<file path="src/rtl/gf_pkg.sv">
// gf_pkg
// Shared definitions for the GF(2^m) arithmetic blocks.
//   GF_MMAX      default maximum field degree (operand/result width)
//   GF_OP_ADD    op encoding for field addition
//   GF_OP_MUL    op encoding for bit-serial field multiplication
//   gf_state_t   sequencing states of the serial ALU
package gf_pkg;

  localparam int GF_MMAX = 8;

  localparam logic GF_OP_ADD = 1'b0;
  localparam logic GF_OP_MUL = 1'b1;

  typedef enum logic [1:0] {
    IDLE = 2'd0,
    CALC = 2'd1,
    DONE = 2'd2
  } gf_state_t;

endpackage

</file>
<file path="src/rtl/gf_mulstep.sv">
// gf_mulstep
// One combinational MSB-first shift-and-add multiplication step in GF(2^m).
// Ports:
//   acc        in   MMAX    running product
//   a          in   MMAX    multiplicand, added when b_bit is set
//   b_bit      in   1       current multiplier bit
//   prim_poly  in   MMAX+1  reduction polynomial, bit k = coefficient of x^k
//   m          in   MW      field degree (1..MMAX)
//   acc_next   out  MMAX    acc*x mod prim_poly, plus a if b_bit
module gf_mulstep
  import gf_pkg::*;
#(
  parameter int MMAX = GF_MMAX,
  parameter int MW   = $clog2(MMAX + 1)
) (
  input  logic [MMAX-1:0] acc,
  input  logic [MMAX-1:0] a,
  input  logic            b_bit,
  input  logic [MMAX:0]   prim_poly,
  input  logic [MW-1:0]   m,
  output logic [MMAX-1:0] acc_next
);

  logic [MMAX-1:0] mask;
  logic            msb;

  // The field width is a runtime value, so the degree-m mask and the bit
  // that overflows out of the field (acc[m-1]) are picked out by loop.
  // x^m folds back as prim_poly[m-1:0].
  always_comb begin
    mask = '0;
    msb  = 1'b0;
    for (int i = 0; i < MMAX; i++) begin
      if (i < int'(m)) mask[i] = 1'b1;
      if (i == int'(m) - 1) msb = acc[i];
    end
    acc_next = (acc << 1) & mask;
    if (msb) acc_next = acc_next ^ (prim_poly[MMAX-1:0] & mask);
    if (b_bit) acc_next = acc_next ^ a;
  end

endmodule

</file>
<file path="src/rtl/gf_alu_serial.sv">
// gf_alu_serial
// Runtime-configurable GF(2^m) ALU: single-cycle add, bit-serial multiply,
// valid/ready handshake on request and result sides, one op in flight.
// Ports:
//   clk, rst_n            clock, asynchronous active-low reset
//   in_valid / in_ready   request handshake
//   op                    GF_OP_ADD or GF_OP_MUL
//   m                     field degree for this request
//   prim_poly             reduction polynomial of degree m
//   a, b                  operands, must fit in m bits
//   out_valid / out_ready result handshake
//   result                field result (zero when err)
//   err                   request was illegal, qualified by out_valid
module gf_alu_serial
  import gf_pkg::*;
#(
  parameter int MMAX = GF_MMAX,
  parameter int MW   = $clog2(MMAX + 1)
) (
  input  logic            clk,
  input  logic            rst_n,
  input  logic            in_valid,
  output logic            in_ready,
  input  logic            op,
  input  logic [MW-1:0]   m,
  input  logic [MMAX:0]   prim_poly,
  input  logic [MMAX-1:0] a,
  input  logic [MMAX-1:0] b,
  output logic            out_valid,
  input  logic            out_ready,
  output logic [MMAX-1:0] result,
  output logic            err
);

  gf_state_t       state;
  logic [MW-1:0]   m_q;
  logic [MW-1:0]   cnt;
  logic [MMAX:0]   poly_q;
  logic [MMAX-1:0] a_q;
  logic [MMAX-1:0] b_q;
  logic [MMAX-1:0] acc;
  logic [MMAX-1:0] acc_next;
  logic            legal;
  logic            top_set;
  logic            b_sel;

  // Request legality, evaluated on the request being accepted. The degree
  // term must be present, the constant term must be present, nothing above
  // x^m may be set, and both operands must already be reduced.
  always_comb begin
    legal   = (m != '0) && (int'(m) <= MMAX) && prim_poly[0];
    top_set = 1'b0;
    for (int i = 0; i <= MMAX; i++) begin
      if (i == int'(m)) top_set = prim_poly[i];
      if ((i > int'(m)) && prim_poly[i]) legal = 1'b0;
    end
    for (int i = 0; i < MMAX; i++) begin
      if ((i >= int'(m)) && (a[i] || b[i])) legal = 1'b0;
    end
    if (!top_set) legal = 1'b0;
  end

  // Multiplier bit for this CALC cycle; loop select keeps the index width
  // independent of the counter width.
  always_comb begin
    b_sel = 1'b0;
    for (int i = 0; i < MMAX; i++) begin
      if (i == int'(cnt)) b_sel = b_q[i];
    end
  end

  gf_mulstep #(
    .MMAX(MMAX),
    .MW  (MW)
  ) u_step (
    .acc      (acc),
    .a        (a_q),
    .b_bit    (b_sel),
    .prim_poly(poly_q),
    .m        (m_q),
    .acc_next (acc_next)
  );

  // Sequencer with registered handshake outputs. Add and illegal requests
  // go straight to DONE; multiply walks b from bit m-1 down to bit 0.
  always_ff @(posedge clk or negedge rst_n) begin
    if (!rst_n) begin
      state     <= IDLE;
      in_ready  <= 1'b1;
      out_valid <= 1'b0;
      result    <= '0;
      err       <= 1'b0;
      m_q       <= '0;
      cnt       <= '0;
      poly_q    <= '0;
      a_q       <= '0;
      b_q       <= '0;
      acc       <= '0;
    end else begin
      case (state)
        IDLE: begin
          if (in_valid) begin
            m_q      <= m;
            poly_q   <= prim_poly;
            a_q      <= a;
            b_q      <= b;
            in_ready <= 1'b0;
            if (!legal) begin
              result    <= '0;
              err       <= 1'b1;
              out_valid <= 1'b1;
              state     <= DONE;
            end else if (op == GF_OP_ADD) begin
              result    <= a ^ b;
              err       <= 1'b0;
              out_valid <= 1'b1;
              state     <= DONE;
            end else begin
              acc   <= '0;
              cnt   <= m - 1'b1;
              state <= CALC;
            end
          end
        end
        CALC: begin
          acc <= acc_next;
          if (cnt == '0) begin
            result    <= acc_next;
            err       <= 1'b0;
            out_valid <= 1'b1;
            state     <= DONE;
          end else begin
            cnt <= cnt - 1'b1;
          end
        end
        DONE: begin
          if (out_ready) begin
            out_valid <= 1'b0;
            in_ready  <= 1'b1;
            state     <= IDLE;
          end
        end
        default: begin
          state     <= IDLE;
          in_ready  <= 1'b1;
          out_valid <= 1'b0;
        end
      endcase
    end
  end

endmodule

</file>
<file path="config.mk">
export PLATFORM = sky130hd
export DESIGN_NAME = gf_alu_serial
export DESIGN_NICKNAME = d
export VERILOG_FILES = /design/src/rtl/gf_pkg.sv /design/src/rtl/gf_mulstep.sv /design/src/rtl/gf_alu_serial.sv
export SDC_FILE = /design/constraint.sdc
export NUM_CORES = 1
export LEC_CHECK = 0
export CORE_UTILIZATION = 50
export CTS_CLUSTER_SIZE = 30
export DETAILED_ROUTE_END_ITERATION = 8
export PLACE_DENSITY = 0.71
export SYNTH_ARGS = -nofsm -noshare
export SYNTH_HDL_FRONTEND = slang
export SYNTH_SLANG_ARGS = --single-unit
</file>
<file path="constraint.sdc">
create_clock -name clk -period 3.9 [get_ports clk]
set_input_delay 0.78 -clock clk [delete_from_list [all_inputs] [get_ports clk]]
set_output_delay 0.78 -clock clk [all_outputs]
set_load 0.02 [all_outputs]
</file>
Yosys cells after proc, flatten, opt, wreduce, memory -nomap -nowiden:

Index checks and enable logic that the tools add are counted.

* word-level logic and storage cells: 202
* register bits: 53
* RAM bits: 0
* bits in latches: 0
* input port bits: 34
* output and inout port bits: 11
* memories: 0
* bits in read-only memories: 0

* add/sub/neg operators: 3
* multiply operators: 0
* div/mod/pow operators: 0
* muxes and demuxes: 86
* bitwise logic cells: 6
* reductions and logical operators: 40
* shifts and indexed selects: 0
* order comparisons: 25
* eq/ne operators: 31

Operators by type and width (number)
* $eq 4x32->1 const A: 4
* $mux 8: 9
* $eq 3x32->1 const A: 2
* $mux 1: 61
* $eq 4x4->1 const A: 9
* $eq 2x32->1 const A: 1
* $logic_not 32->1: 1
* $pmux 8 s2: 2
* $xor 8x8->8: 3
* $logic_and 1x1->1: 18
* $and 8x8->8: 2
* $eq 3x4->1 const A: 4
* $ge 3x4->1 const A: 4
* $gt 3x4->1 const A: 4
* $lt 3x4->1 const A: 4
* $mux 4: 4
* $logic_not 4->1: 3
* $ne 2x2->1 const B: 6
* $reduce_and 4->1: 3
* $mux 2: 5
* $eq 2x4->1 const A: 2
* $ge 1x4->1 const A: 2
* $ge 2x4->1 const A: 2
* $gt 2x4->1 const A: 2
* 22 further kinds: 34

Depth between registers and ports, before layout:

Gate-level depths: netlist (run 1).

* depth after elaboration: 23
* gate-level depth with buffers: 11

Hierarchy:

Synthesis (run 1) repeated with hierarchy kept, for this count alone.

* cell total of the unflattened synthesis: 426
* area, all modules: 3578.4 µm²

By module, submodules not included
* gf_alu_serial: area each 3041.7 µm², cells each 350, sequential area each 1352.5 µm², instances 1
* gf_mulstep: area each 536.8 µm², cells each 76, sequential area each 0.0 µm², instances 1

Worst setup path before layout (run 1):

OpenSTA, ideal clock, no wires.

* path type: input-to-reg
* start point: input m[0]
* end point: register result[0]
* library setup time: 0.125 ns
* setup slack: 0.920 ns
* data arrival time: 2.856 ns
* stages on the path: 11
* required time: 3.775 ns
* cells stage by stage: inv_1 -> ha_1 -> buf_2 -> mux2_1 -> a21oi_1 -> a2111oi_0 -> a31oi_1 -> nor2_1 -> a221oi_2 -> buf_4 -> mux2_2

* word-level cells in the longest chain between the ends: 23
* elaborated cells on any way between the ends: 76
* classes of those cells: 17 x order compare; 9 x eq/ne; 29 x mux; 21 x reduce/logical

RTL lines
* from (decl): line gf_alu_serial.sv:25 `input logic [MW-1:0] m,`
* $le 4x4->1 or $reduce_bool 4->1 (tied branches): line gf_alu_serial.sv:51 `legal = (m != '0) && (int'(m) <= MMAX) && prim_poly[0];`
* $logic_and 1x1->1 (2 in series): line gf_alu_serial.sv:51
* $mux 1 (8 in series): line gf_alu_serial.sv:55 `if ((i > int'(m)) && prim_poly[i]) legal = 1'b0;`
* $mux 1 (8 in series): line gf_alu_serial.sv:58 `if ((i >= int'(m)) && (a[i] || b[i])) legal = 1'b0;`
* $mux 1 *: line gf_alu_serial.sv:60 `if (!top_set) legal = 1'b0;`
* $mux 8: line gf_alu_serial.sv:108 `if (!legal) begin`
* $mux 8: line gf_alu_serial.sv:102 `if (in_valid) begin`
* $pmux 8 s2: line gf_alu_serial.sv:100 `case (state)`
* to (signal assigned): line gf_alu_serial.sv:114 `result <= a ^ b;`
* to (signal assigned): line gf_alu_serial.sv:128 `result <= acc_next;`
* to (decl): line gf_alu_serial.sv:31 `output logic [MMAX-1:0] result,`

Mark *: on every way between the ends. The rest lies on a longest branch, timed or not. The select of a mux whose other input is x is not followed.
A chain may end at the register's enable or synchronous reset.

Worst setup path after layout (run 1):

* start point: input m[0]
* end point: register result[7]

The elaborated chain is that of the path after synthesis.

==> results.md, run 1 <==
Floorplan:
- In this run the standard cell core region covers 0.00639 mm².
- The initial utilization of the core area, before any placement, comes to 52.3%.
- The floorplan step set the die height to 83.8 µm.
- 45 I/O pins were placed.
- The initialized floorplan defines 29 standard-cell rows.
- The overall die width is 83.8 µm.
- The die outline area is 0.00701 mm².

Status:
- The run finished with clean final reports.

Yosys:
- The combined area of all synthesized cells is 0.00334 mm².
- The commonest cells after synthesis are dfrtp_1, inv_1, nand2_1.
- The largest total area in the synthesized netlist belongs to dfrtp_1.
- The share of the synthesized area in the top cell type is 38.9%.
- The register bit total from synthesis is 53.
- In the synthesized netlist the dominant register cell turns out to be dfrtp_1.
- In the post-synthesis netlist, the biggest area contributors are dfrtp_1, mux2_2, ha_1.
- The fraction of registers with async set or reset after synthesis is 100%.
- Synthesis produced 340 cells.
- The count of distinct cell types in the synthesized netlist is 58.
- Counting flops with a built-in enable in the synthesized netlist gives 0.
- The most frequent cell after synthesis is dfrtp_1.
- The mean area per synthesized cell is 9.83 µm².
- Sequential cells were found to cover 39.7% of the synthesized design area.
- Synthesis produced a netlist with a net count of 390.
- Yosys printed 0 warnings.

STA:
- The max-slew violation count is 0.
- The number of hold violations in the final report is 0.
- The final critical delay including setup and external delays is 3.34 ns.
- The slew at the pin with the worst max-slew slack is 0.649 ns.
- The post-route clock skew is 0.00863 ns.
- Static timing analysis puts the maximum clock frequency at 299 MHz.
- Adding up every negative setup slack in the final design gives 0 ns.
- Of the available clock period, the critical path in the final layout requires 85.7%.
- Setup repair after global routing left no endpoint under its margin.
- Setup violations remaining at the end of the flow were counted as 0.
- The relative max-transition margin is 56.6%.

Cells and area:
- The area added between synthesis and finish is 19.4%.
- For this run, the number of standard cells in the final layout without fillers is 462.
- In the final layout, the share of cells above drive strength 1 is 15.6%.
- The filler cell count is 551.
- At the end of the flow the core is filled with cells to 62.5%.
- The final-stage net count is 434.
- The repair_antennas step left the layout with diodes totalling 0.
- Summing all non-filler instances in the final layout gives an area of 0.00399 mm².

Setup path:
- The worst setup path is captured at a flop.
- Traced cell by cell, the critical path runs through clkdlybuf4s50_1, inv_1, ha_1, mux2_1, a21oi_1, a2111oi_0, a31oi_1, nor2_1, a221oi_2, buf_4, mux2_2.
- The worst setup path is of the input port to flop kind.
- The setup check on the worst reg-to-reg path leaves a slack of 1.06 ns.
- The worst setup path is launched from an input port.
- The arrival time at the worst endpoint is 3.55 ns.
- The endpoint of the lowest-slack register-to-register path is result[6].
- On the worst path, the slowest cell contributes a delay of 0.43 ns.
- The count of buffer and inverter cells on the critical path is 3.
- For this design, the slowest cell found on the critical path is clkdlybuf4s50_1.
- The category of cells accounting for the largest share of critical-path delay is compound AO/OA/AOI/OAI gates.
- The largest fanout of any net on the critical path is 11.
- The worst register-to-register path has a depth of 9.
- For the worst setup path, the data required time is 4.10 ns.
- The reg-to-reg startpoint is cnt[0].

GRT:
- The initial antenna violation count is 0.
- The first global-routing pass estimated 13.5 mm of wire.
- The number of global-route vias before repair is 2674.
- The overall track demand over capacity in global routing is 24.7%.
- The largest net degree at the start of global routing is 38.
- For this run the aggregate overflow at the end of global routing stands at 0.

Drt:
- The number of search-and-repair iterations in the first detailed-routing pass is 4.
- The final wirelength is 8.13 mm.
- The mean routed wirelength per cell is 17.6 µm.
- The number of design rule violations left after detail routing is 0.
- The DRC marker count from the first detailed-route iteration is 147.
- After detailed routing, the number of vias per cell comes to 5.76.
- The final route contains 2661 vias.
- The number of nets still failing antenna checks after routing is 0.

Clocking:
- The clock transition at the register clock pins on the worst setup and hold paths after CTS is 0.10 ns.
- Once the clock tree was built, the resizer swapped 0 gates to a different size.
- TritonCTS built the clock tree.
- The H-tree generated during clock tree synthesis spans 2 levels.
- The worst-skew pair later-pin latency is 0.31 ns.
- The number of buffers added for setup after CTS is 0.
- The number of buffers on the longest clock path is 2.
- The number of clock buffers inserted by TritonCTS is 5.
- The hold buffer count at CTS is 0.
- The sink count of the clock tree is 53.
- The buffer type at the clock tree root is clkbuf_8.

Run:
- Across the run, the number of max-cap violations was 0.

Hold path:
- The min-delay analysis places its worst path in the category input port to async pin.

Power and ir drop:
- The total power density per cell area is 384 mW/mm².
- The completed layout was analyzed and its total power is 1530 µW.
- Summed over all cells, the static leakage comes to 0.00174 µW.
- The peak supply drop is 0.264 mV.

Placed design:
- The number of instances in the placed design is 454.
- The cell area after placement is 0.00388 mm².
- Routability-driven placement finished with a final weighted congestion of 0.846.
- The HPWL reported at the end of detailed placement is 6.18 mm.
- The count of buffers from port buffering is 44.
## where the power goes
group	switching (µW)	internal [µW]
Sequential	82.5	633
Combinational	221	210
Clock	189	193
## kinds of logic after synthesis
| family | share of synthesized area [%] |
|---|---|
| AO/OA/AOI/OAI | 17.1 |
| XOR/XNOR | 2.88 |
| buffers and inverters | 6.03 |
| AND/OR/NAND/NOR | 14.7 |
| flip-flops | 39.7 |
| multiplexers | 13.6 |
| adder cells (fa/ha/maj) | 5.99 |
## area by class of cell
cell class              instances  area, µm²  share of cell area [%]
inverters                      36        135                    3.39
well taps                      77       96.3                    2.42
clock inverters                 2       38.8                   0.972
flip-flops and latches         53       1330                    33.3
multi-input cells             235       1820                    45.5
clock buffers                   6       72.6                    1.82
repair buffers                 53        503                    12.6
## per-layer routing
layer	wire (µm)	up-vias	GRT usage, %
met4	57	0	4.62
met1	3810	1310	34.0
met5	0	-	0
li1	-	1292	-
met2	4080	54	41.8
met3	182	5	3.46
## worst max path at each step
stage | cells after the start | start | slack (ns) | to
2_1_floorplan | 11 | m[0] | 0.92 | result[0]
6_report | 11 | m[0] | 0.56 | result[7]
3_5_place_dp | 11 | m[0] | 0.26 | result[0]
4_1_cts | 11 | m[0] | 0.58 | result[0]
5_1_grt | 11 | m[0] | 0.36 | result[0]
3_3_place_gp | 11 | m[0] | 0.30 | result[0]
## flip-flops by register name (all words and copies together) (netlist names)
signal	flops
m_q	4
acc	8
b_q	8
in_ready	1
err	1
result	8
out_valid	1
a_q	8
poly_q	8
state	2
cnt	4
## per-stage QoR
step / hold WS [ns] / setup WS (ns)
after floorplan: 0.465 / 0.920
after global placement: 0.486 / 0.297
after detailed placement: 0.494 / 0.259
after CTS: 0.453 / 0.584
after global routing: 0.477 / 0.355
final: 0.448 / 0.557
## layout by cell type (no fill, tap or decap), types with 4 or more instances in the layout
cell,instances
a21oi_1,11
a22o_1,10
a22o_2,4
buf_4,9
clkbuf_8,5
clkdlybuf4s50_1,43
dfrtp_1,52
ha_1,16
inv_1,36
mux2_2,25
mux2_4,4
mux2i_1,8
nand2_1,28
nand2b_1,4
nand4_1,7
nor2_1,11
nor2b_1,14
nor3_1,4
nor3b_1,6
o21ai_0,20
o22ai_1,6
xnor2_1,6
xor2_1,5
Power figures use the tool's default switching activity.
==> run 2: changes to the inputs <==
--- a/config.mk
+++ b/config.mk
@@ -5,10 +5,12 @@
 export SDC_FILE = /design/constraint.sdc
 export NUM_CORES = 1
 export LEC_CHECK = 0
+export CORE_ASPECT_RATIO = 0.75
 export CORE_UTILIZATION = 50
 export CTS_CLUSTER_SIZE = 30
 export DETAILED_ROUTE_END_ITERATION = 8
 export PLACE_DENSITY = 0.71
+export SKIP_LAST_GASP = 1
 export SYNTH_ARGS = -nofsm -noshare
 export SYNTH_HDL_FRONTEND = slang
 export SYNTH_SLANG_ARGS = --single-unit
==> results.md, run 2 (same netlist as run 1, synthesis figures left out) <==
Clocking:
- CTS built an H-tree with a depth of 2.
- CTS saw 53 sinks.
- The number of buffers on the longest clock path is 2.
- The clock transition at the register clock pins on the worst setup and hold paths after CTS is 0.11 ns.
- In this run, post-CTS hold repair placed 0 buffers.
- The CTS tree is built.
- The count of instances resized after the clock tree is built is 0.
- In this run, CTS created clock tree buffers numbering 5.
- The number of buffers added for setup after CTS is 0.
- The worst-skew pair later-pin latency is 0.33 ns.
- The root buffer cell chosen for the clock tree is clkbuf_8.

Cells and area:
- Relative to the synthesized area, the layout overhead comes to 18.8%.
- The post-route netlist has 15.6% of its cells at a drive strength greater than 1.
- The library cell used most frequently in the layout, excluding fill and tap cells, is dfrtp_1.
- The filler cell count is 576.
- In the layout the commonest cells are dfrtp_1, clkdlybuf4s50_1, inv_1.
- The final-stage net count is 433.
- The share of the core filled with cells in the final layout is 62.2%.
- The repair_antennas step left the layout with diodes totalling 0.

Power and ir drop:
- The leakage power summed over all cells is 0.00173 µW.
- The peak supply drop is 0.194 mV.
- The total power density per cell area is 376 mW/mm².
- The overall power consumption is 1490 µW.

Floorplan:
- In this run the count of I/O pins placed on the die edge is 45.
- The overall die width is 96.4 µm.
- The floorplan core area is 0.00638 mm².
- Once the floorplan was initialized, standard cells occupied 52.4% of the core.
- The die outline area is 0.00702 mm².
- In this run the core area contains 25 standard-cell rows.
- The floorplan step set the die height to 72.8 µm.

Setup path:
- The worst stage delay on the critical path is 0.60 ns.
- Data on the critical path is required at its endpoint by 4.11 ns.
- The slowest stage cell on the critical path is clkdlybuf4s50_1.
- The critical path goes through clkdlybuf4s50_1, ha_1, mux2_1, a21oi_1, a2111oi_0, a31oi_1, nor2_1, a221oi_2, buf_4, mux2_2.
- Of all nets on the critical path, the largest fanout is 11.
- The element type at the critical path end is a flop.
- The arrival time at the worst endpoint is 3.62 ns.
- The critical path is of the input port to flop type.
- The critical path startpoint category is an input port.

STA:
- The number of setup violations in the final report is 0.
- The relative max-transition margin is 43.5%.
- Setup repair after global routing left no endpoint under its margin.
- The number of hold violations in the final report is 0.
- The max-slew violation count is 0.
- The slew at the pin with the worst max-slew slack is 0.848 ns.
- The post-route clock skew is 0.00891 ns.
- After layout, the worst path uses 87.4% of the clock period.
- Hold timing on the final database bottoms out at a slack of 0.505 ns.
- Summed over all failing endpoints, the final setup total negative slack is 0 ns.
- The peak clock frequency supported by timing is 293 MHz.
- The routed design could run at a clock period as short as 3.41 ns.

Drt:
- The number of design rule violations left after detail routing is 0.
- The number of search-and-repair iterations in the first detailed-routing pass is 4.
- For this block, the via count after detailed routing is 2688.
- The detailed router finished its first iteration with 164 violations.
- Once detail routing completed, the nets flagged for antenna violations numbered 0.
- After detailed routing, the total wire length is 8.34 mm.
- The via count normalized by instance count is 5.78.
- In the final routed layout, each cell accounts on average for 17.9 µm.

GRT:
- The wire length of the first global-routing pass is 13.5 mm.
- The overall track demand over capacity in global routing is 26.1%.
- Global routing finished with a remaining overflow of 0.
- The number of global-route vias before repair is 2579.
- The initial antenna violation count is 0.
- Entering global routing, the biggest net connects 38 pins.

Status:
- The run finished with clean final reports.

Placed design:
- The count of buffers from port buffering is 44.
- Detailed placement finished with a half-perimeter wire length of 6.23 mm.
- At the end of routability-driven placement, the weighted congestion stood at 0.834.

Hold path:
- The type of the tightest min-delay check is flop to flop.

Run:
- The number of maximum-capacitance constraint violations is 0.
-- run 2: final cells by class --
type | instances | area [µm²] | share of cell area, %
Clock inverter | 3 | 26.3 | 0.662
Sequential cell | 53 | 1330 | 33.4
Multi-Input combinational cell | 235 | 1820 | 45.7
Tap cell | 81 | 101 | 2.55
Inverter | 36 | 135 | 3.40
Timing Repair Buffer | 52 | 495 | 12.5
Clock buffer | 5 | 68.8 | 1.73
-- run 2: layer usage --
layer / global-route usage, % / vias to the layer above / wire [µm]
met5: 0 / - / 0
met4: 5.39 / 0 / 70
met3: 3.65 / 7 / 392
met2: 40.8 / 79 / 3760
met1: 38.9 / 1304 / 4120
li1: - / 1298 / -
-- run 2: metrics by stage --
step	cell area, µm²	instances	worst slack, ns
2_1_floorplan	3340	340	0.920
3_3_place_gp	3870	457	0.271
3_5_place_dp	3870	457	0.184
4_1_cts	3970	465	0.517
5_1_grt	3970	465	0.357
6_report	3970	465	0.491
-- run 2: where the power goes --
| part | leakage [µW] | switching [µW] | internal, µW | total [µW] |
|---|---|---|---|---|
| logic | 0.00103 | 222 | 211 | 432 |
| registers | 0.000652 | 84.7 | 633 | 717 |
| clock network | 0.0000423 | 211 | 131 | 343 |
| total | 0.00173 | 518 | 975 | 1490 |
-- run 2: path summary, 6_finish.rpt --
path / startpoint / endpoint / slack, ns / cells past startpoint
hold reg to reg: out_valid / out_valid / 0.51 / 1
max in group asynchronous: rst_n / in_ready / 2.53 / 2
setup reg to reg: cnt[0] / result[5] / 0.98 / 9
hold / removal: out_valid / out_valid / 0.51 / 1
setup / recovery: m[1] / result[7] / 0.49 / 10
min in group asynchronous: rst_n / poly_q[5] / 0.55 / 1
-- run 2: critical path, delay by kind of cell --
family	cells	cell delay [ns]
adders and majority gates	1	0.35
buffers and inverters	2	0.85
AOI/OAI and AO/OA	4	0.79
muxes	2	0.72
and+or+nand+nor	1	0.13
